[src/rtl/shadow_copy_controller.sv]
`default_nettype none
// +----------------------------------------------------------------------------+
// | Module  : shadow_copy_controller                                           |
// | Purpose : Boot-time ROM-to-shadow-RAM copy sequencer. Holds the CPU in     |
// |           reset and owns the memory bus until the image is valid.          |
// | Option  : SHADOW_VERIFY_EN adds a ROM/RAM read-back verify pass.           |
// | Rev     : 1.0  initial release                                             |
// +----------------------------------------------------------------------------+
module shadow_copy_controller #(
   parameter logic [15:0] COPY_LAST = 16'hFFFF,
   parameter int unsigned ROM_WAIT  = 1
) (
   input  logic        CopyClock,
   input  logic        Reset,
   input  logic        ResetReq,
   input  logic [15:0] RomData,
`ifdef SHADOW_VERIFY_EN
   input  logic [15:0] RamData,
   output logic        RamOE,
   output logic        VerifyErr,
`endif
   output logic [15:0] CopyAddr,
   output logic [15:0] CopyData,
   output logic        RomOE,
   output logic        RamWE,
   output logic        CopyBusEn,
   output logic        CpuReset,
   output logic        CopyDone,
   output logic [16:0] CopyCount
);

   typedef enum logic [3:0] {
      S_START   = 4'd0,
      S_READ    = 4'd1,
      S_WAIT    = 4'd2,
      S_CAPTURE = 4'd3,
      S_WRITE   = 4'd4,
      S_DONE    = 4'd5,
      S_VROM    = 4'd6,
      S_VROMCAP = 4'd7,
      S_VRAM    = 4'd8,
      S_VRAMCMP = 4'd9
   } state_t;

   localparam logic [2:0] c_WAIT_LAST = (ROM_WAIT > 0) ? 3'(ROM_WAIT - 1) : 3'd0;
`ifdef SHADOW_VERIFY_EN
   // Verify read strobes stay up for the select cycle plus the ROM wait cycles.
   localparam logic [2:0] c_RD_LAST   = 3'(ROM_WAIT);
`endif

   state_t      state_q;
   logic [15:0] addr_q;
   logic [15:0] data_q;
   logic [16:0] count_q;
   logic [2:0]  wait_q;
   logic        rom_oe_q;
   logic        ram_we_q;
   logic        bus_en_q;
   logic        cpu_reset_q;
   logic        done_q;
`ifdef SHADOW_VERIFY_EN
   logic        ram_oe_q;
   logic        verify_err_q;
`endif

   always_ff @(posedge CopyClock or posedge Reset) begin
      if (Reset) begin
         state_q     <= S_START;
         addr_q      <= 16'd0;
         data_q      <= 16'd0;
         count_q     <= 17'd0;
         wait_q      <= 3'd0;
         rom_oe_q    <= 1'b0;
         ram_we_q    <= 1'b0;
         bus_en_q    <= 1'b1;
         cpu_reset_q <= 1'b1;
         done_q      <= 1'b0;
`ifdef SHADOW_VERIFY_EN
         ram_oe_q     <= 1'b0;
         verify_err_q <= 1'b0;
`endif
      end else if (ResetReq) begin
         // Warm restart wins over any state, aborting an in-flight write.
         state_q     <= S_START;
         addr_q      <= 16'd0;
         count_q     <= 17'd0;
         wait_q      <= 3'd0;
         rom_oe_q    <= 1'b0;
         ram_we_q    <= 1'b0;
         bus_en_q    <= 1'b1;
         cpu_reset_q <= 1'b1;
         done_q      <= 1'b0;
`ifdef SHADOW_VERIFY_EN
         ram_oe_q     <= 1'b0;
         verify_err_q <= 1'b0;
`endif
      end else begin
         case (state_q)
            S_START: begin
               addr_q   <= 16'd0;
               count_q  <= 17'd0;
               done_q   <= 1'b0;
               rom_oe_q <= 1'b1;
               state_q  <= S_READ;
            end
            S_READ: begin
               wait_q  <= 3'd0;
               state_q <= (ROM_WAIT == 0) ? S_CAPTURE : S_WAIT;
            end
            S_WAIT: begin
               if (wait_q == c_WAIT_LAST) begin
                  state_q <= S_CAPTURE;
               end else begin
                  wait_q <= wait_q + 3'd1;
               end
            end
            S_CAPTURE: begin
               data_q   <= RomData;
               rom_oe_q <= 1'b0;
               ram_we_q <= 1'b1;
               state_q  <= S_WRITE;
            end
            S_WRITE: begin
               ram_we_q <= 1'b0;
               count_q  <= count_q + 17'd1;
               if (addr_q == COPY_LAST) begin
`ifdef SHADOW_VERIFY_EN
                  addr_q   <= 16'd0;
                  wait_q   <= 3'd0;
                  rom_oe_q <= 1'b1;
                  state_q  <= S_VROM;
`else
                  done_q      <= 1'b1;
                  bus_en_q    <= 1'b0;
                  cpu_reset_q <= 1'b0;
                  state_q     <= S_DONE;
`endif
               end else begin
                  addr_q   <= addr_q + 16'd1;
                  rom_oe_q <= 1'b1;
                  state_q  <= S_READ;
               end
            end
            S_DONE: begin
               state_q <= S_DONE;
            end
`ifdef SHADOW_VERIFY_EN
            S_VROM: begin
               if (wait_q == c_RD_LAST) begin
                  state_q <= S_VROMCAP;
               end else begin
                  wait_q <= wait_q + 3'd1;
               end
            end
            S_VROMCAP: begin
               data_q   <= RomData;
               rom_oe_q <= 1'b0;
               ram_oe_q <= 1'b1;
               wait_q   <= 3'd0;
               state_q  <= S_VRAM;
            end
            S_VRAM: begin
               if (wait_q == c_RD_LAST) begin
                  state_q <= S_VRAMCMP;
               end else begin
                  wait_q <= wait_q + 3'd1;
               end
            end
            S_VRAMCMP: begin
               ram_oe_q <= 1'b0;
               if (RamData != data_q) begin
                  // A bad image leaves the CPU parked in reset.
                  verify_err_q <= 1'b1;
                  done_q       <= 1'b1;
                  bus_en_q     <= 1'b0;
                  state_q      <= S_DONE;
               end else if (addr_q == COPY_LAST) begin
                  done_q      <= 1'b1;
                  bus_en_q    <= 1'b0;
                  cpu_reset_q <= 1'b0;
                  state_q     <= S_DONE;
               end else begin
                  addr_q   <= addr_q + 16'd1;
                  wait_q   <= 3'd0;
                  rom_oe_q <= 1'b1;
                  state_q  <= S_VROM;
               end
            end
`endif
            default: begin
               state_q <= S_START;
            end
         endcase
      end
   end

   assign CopyAddr  = addr_q;
   assign CopyData  = data_q;
   assign RomOE     = rom_oe_q;
   assign RamWE     = ram_we_q;
   assign CopyBusEn = bus_en_q;
   assign CpuReset  = cpu_reset_q;
   assign CopyDone  = done_q;
   assign CopyCount = count_q;
`ifdef SHADOW_VERIFY_EN
   assign RamOE     = ram_oe_q;
   assign VerifyErr = verify_err_q;
`endif

endmodule
`default_nettype wire
[config.mk]
export PLATFORM = sky130hd
export DESIGN_NAME = shadow_copy_controller
export DESIGN_NICKNAME = d
export VERILOG_FILES = /design/src/rtl/shadow_copy_controller.sv
export SDC_FILE = /design/constraint.sdc
export NUM_CORES = 1
export LEC_CHECK = 0
export CORE_MARGIN = 3
export CORE_UTILIZATION = 53
export CTS_CLUSTER_SIZE = 25
export DETAILED_ROUTE_END_ITERATION = 10
export PLACE_DENSITY = 0.95
export SETUP_SLACK_MARGIN = 0.02
export SLEW_MARGIN = 20
export SYNTH_ARGS = -nofsm -noshare
export SYNTH_HDL_FRONTEND = slang
export SYNTH_SLANG_ARGS = --single-unit
[constraint.sdc]
create_clock -name CopyClock -period 3.45 [get_ports CopyClock]
set_input_delay 0.5175 -clock CopyClock [delete_from_list [all_inputs] [get_ports CopyClock]]
set_output_delay 0.5175 -clock CopyClock [all_outputs]
set_load 0.005 [all_outputs]
==> metrics.txt <==
Port Buf Inserts 72; Achievable Freq 425 MHz; Post-synth EDFFs 0; detailed placer's ending HPWL 4830 microns; Hold Startpoint CopyCount[16]; DRC 0; first-pass GRT wire length 11800 microns; Final Hold Vio Count 0; Worst VDD drop 344 uV; Largest delay share family, worst path simple AND/OR/NAND/NOR gates; # clock sinks 59; Critical Path Source Type primary input; H-tree levels 3; # nets final 382; Initial Util 55.3%; endpoint of the worst hold path CopyCount[16]; Via density 5.83; Power Density 468 mW/mm^2; # fillers 333; Slew HR 45.9%; Total GRT Usage 24.3%; DRT antenna net count 0; fin crit period 2.35 ns; CP Launch Point ResetReq; Post-Syn Area 0.00286 sq mm; IO Pins 73; clk buf depth 2; Max-Cap Viols 0; vias in the first global route 2462; Yosys reg bits 59; CP Max Fanout 11; Via Count 2531; Clock Latency Late Sink 0.33 ns; Remaining Overflow, GRT 0; Final Max Tran Viols 0; WP buf/inv 1; post-CTS sizing 0; core region area 0.00517 sq mm; worst r2r path cells 5; Hold/Removal Path Class flip-flop to flip-flop; CP cell instances clkdlybuf4s50_1 > o21bai_1 > nand4_1 > nor4_1 > xnor2_1 > nor2_1; Final Power 1.80 mW; Critical Path RT 3.64 ns; initial antenna violation count 0; Critical Path End Type flip-flop; Layout area overhead 34.6%; Root Buffer clkbuf_8; post-CTS setup buffer count 0; RePlAce Congestion 0.891; CP arrival 2.54 ns; RSZ-0062 raised after global routing false; DR iter-0 viols 210; die area 0.00631 sq mm; Synth Area per Inst 10.1 sq um; row count 26; clock skew 0.00656 ns; number of antenna repair diodes 0; Pleak 1.58 nW; Seq/Total Area, Yosys 51.7%; DR WL/cell 16.3 microns; slowest CP cell clkdlybuf4s50_1; CP max stage delay 0.62 ns; flop2flop setup slack 1.10 ns; Worst-path clk slew 0.06 ns; Most used DFF post-synth dfrtp_1; fin crit share 68.1%; CTS tree built; Die X-Extent 79.5 microns; fraction of layout cells with a size suffix above 1 12.1%; Crit Path Class primary input to flip-flop; CTS Buf Count 9; Final setup viols 0; Mapped Nets 307; Hold Path Depth 1; setup_tns 0 ns; CP Depth 6; Final Routed Wirelength 7060 microns; Distinct cells, synth 43; Die H 79.5 microns; Pre-antenna DRT Iters 5; # hold bufs at CTS 0; Worst R2R End CopyAddr[14]; Async S/R FF share, synth 100%; reg2reg start state_q[0]; Cells after Synth 284; worst-margin pin slew 0.805 ns; Synth Warn # 0; status finished, final reports clean; largest net degree at the start of global routing 43
-- stage by stage --
| step | hold slack (ns) | util, % | cells | area, sq um | setup WS (ns) |
|---|---|---|---|---|---|
| finish | 0.483 | 74.4 | 434 | 3850 | 1.10 |
| detailed placement | 0.469 | 70.7 | 418 | 3660 | 0.853 |
| global placement | 0.467 | 70.7 | 418 | 3660 | 0.883 |
| global route | 0.517 | 74.4 | 434 | 3850 | 0.874 |
| floorplan | 0.460 | - | 284 | 2860 | 1.48 |
| CTS | 0.482 | 74.4 | 434 | 3850 | 1.09 |
-- cells by family (layout without fill, tap and decap cells) --
logic type               Yosys count  after routing  synth area share (%)
flip-flops                        59             59                  51.7
XOR/XNOR                          12             12                  3.67
adder cells (fa/ha/maj)            4              4                  1.75
buffers and inverters             20            100                  2.93
AND/OR/NAND/NOR                  104            104                  18.9
multiplexers                      18             18                  7.04
AO/OA/AOI/OAI                     67             67                  14.0
-- worst max-delay path by stage --
stage | to | slack, ns
global route | CopyAddr[14] | 0.87
finish | CopyAddr[14] | 1.10
CTS | CopyAddr[14] | 1.09
global placement | CopyAddr[13] | 0.88
floorplan | CopyAddr[0] | 1.48
detailed placement | CopyAddr[14] | 0.85
-- per-layer routing --
layer / track usage, % / up-vias / share of wire [%]
met3: 8.35 / 17 / 6.1
li1: - / 1180 / -
met4: 8.93 / 0 / 1.9
met2: 41.1 / 105 / 51
met5: 0 / - / 0
met1: 28.4 / 1229 / 41
-- sequential cells by signal, indices dropped and copies added, names as in the netlist --
signal,flops
wait_q,3
RomOE,1
CopyData,16
state_q,3
CopyAddr,16
CpuReset,1
CopyCount,17
RamWE,1
CopyDone,1
-- cell usage after synthesis, types with 2 or more instances --
master / instances / area share [%]
o31ai_1: 2 / 0.52
xnor2_1: 8 / 2.4
a21oi_1: 10 / 1.7
nor2_1: 18 / 2.4
nor3_1: 7 / 1.2
nor4_1: 3 / 0.66
ha_1: 4 / 1.7
a22o_1: 2 / 0.61
a211oi_1: 8 / 2.1
xor2_1: 4 / 1.2
clkbuf_1: 9 / 1.2
nand4_1: 7 / 1.5
and4_1: 3 / 0.92
or3_1: 3 / 0.66
nor2b_1: 4 / 0.87
mux2_2: 17 / 6.7
nand3_1: 17 / 3.0
buf_2: 4 / 0.70
a31oi_1: 6 / 1.3
and2_1: 4 / 0.87
nand2_1: 26 / 3.4
inv_1: 6 / 0.79
dfrtp_1: 58 / 51
o21ai_0: 31 / 5.4
and3_1: 5 / 1.1
-- power by group --
group          total, mW  leakage, nW  internal (mW)  switching [mW]
clock              0.596       0.0997          0.339           0.257
sequential         0.841        0.789          0.785          0.0566
combinational      0.364        0.696          0.243           0.120
-- placed cells by master (no fill, tap or decap), types with 2 or more instances in the layout --
| cell | netlist | final |
|---|---|---|
| buf_4 | 1 | 6 |
| a211oi_1 | 8 | 8 |
| and2_1 | 4 | 4 |
| xor2_1 | 4 | 4 |
| a21oi_1 | 10 | 10 |
| xnor2_1 | 8 | 8 |
| clkdlybuf4s50_1 | 0 | 72 |
| nand2_1 | 26 | 26 |
| and3_1 | 5 | 5 |
| nor2b_1 | 4 | 4 |
| nand3_1 | 17 | 17 |
| mux2_2 | 17 | 17 |
| a31oi_1 | 6 | 6 |
| o21ai_0 | 31 | 31 |
| nor3_1 | 7 | 7 |
| nand4_1 | 7 | 7 |
| dfrtp_1 | 58 | 58 |
| or3_1 | 3 | 3 |
| clkbuf_8 | 0 | 13 |
| clkbuf_1 | 9 | 2 |
| nor2_1 | 18 | 18 |
| and4_1 | 3 | 3 |
| nor4_1 | 3 | 2 |
| inv_1 | 6 | 5 |
| o31ai_1 | 2 | 2 |
| ha_1 | 4 | 4 |
| a22o_1 | 2 | 2 |
-- final cells by class --
type	count	area, sq um	share of cell area [%]
sequential	59	1480	38.4
multi-input combinational	205	1310	33.9
timing repair buffer	78	766	19.9
clock buffer	15	186	4.84
tap	70	87.6	2.27
inverter	6	22.5	0.585
clock inverter	1	5.00	0.130
Power figures use the tool's default switching activity.
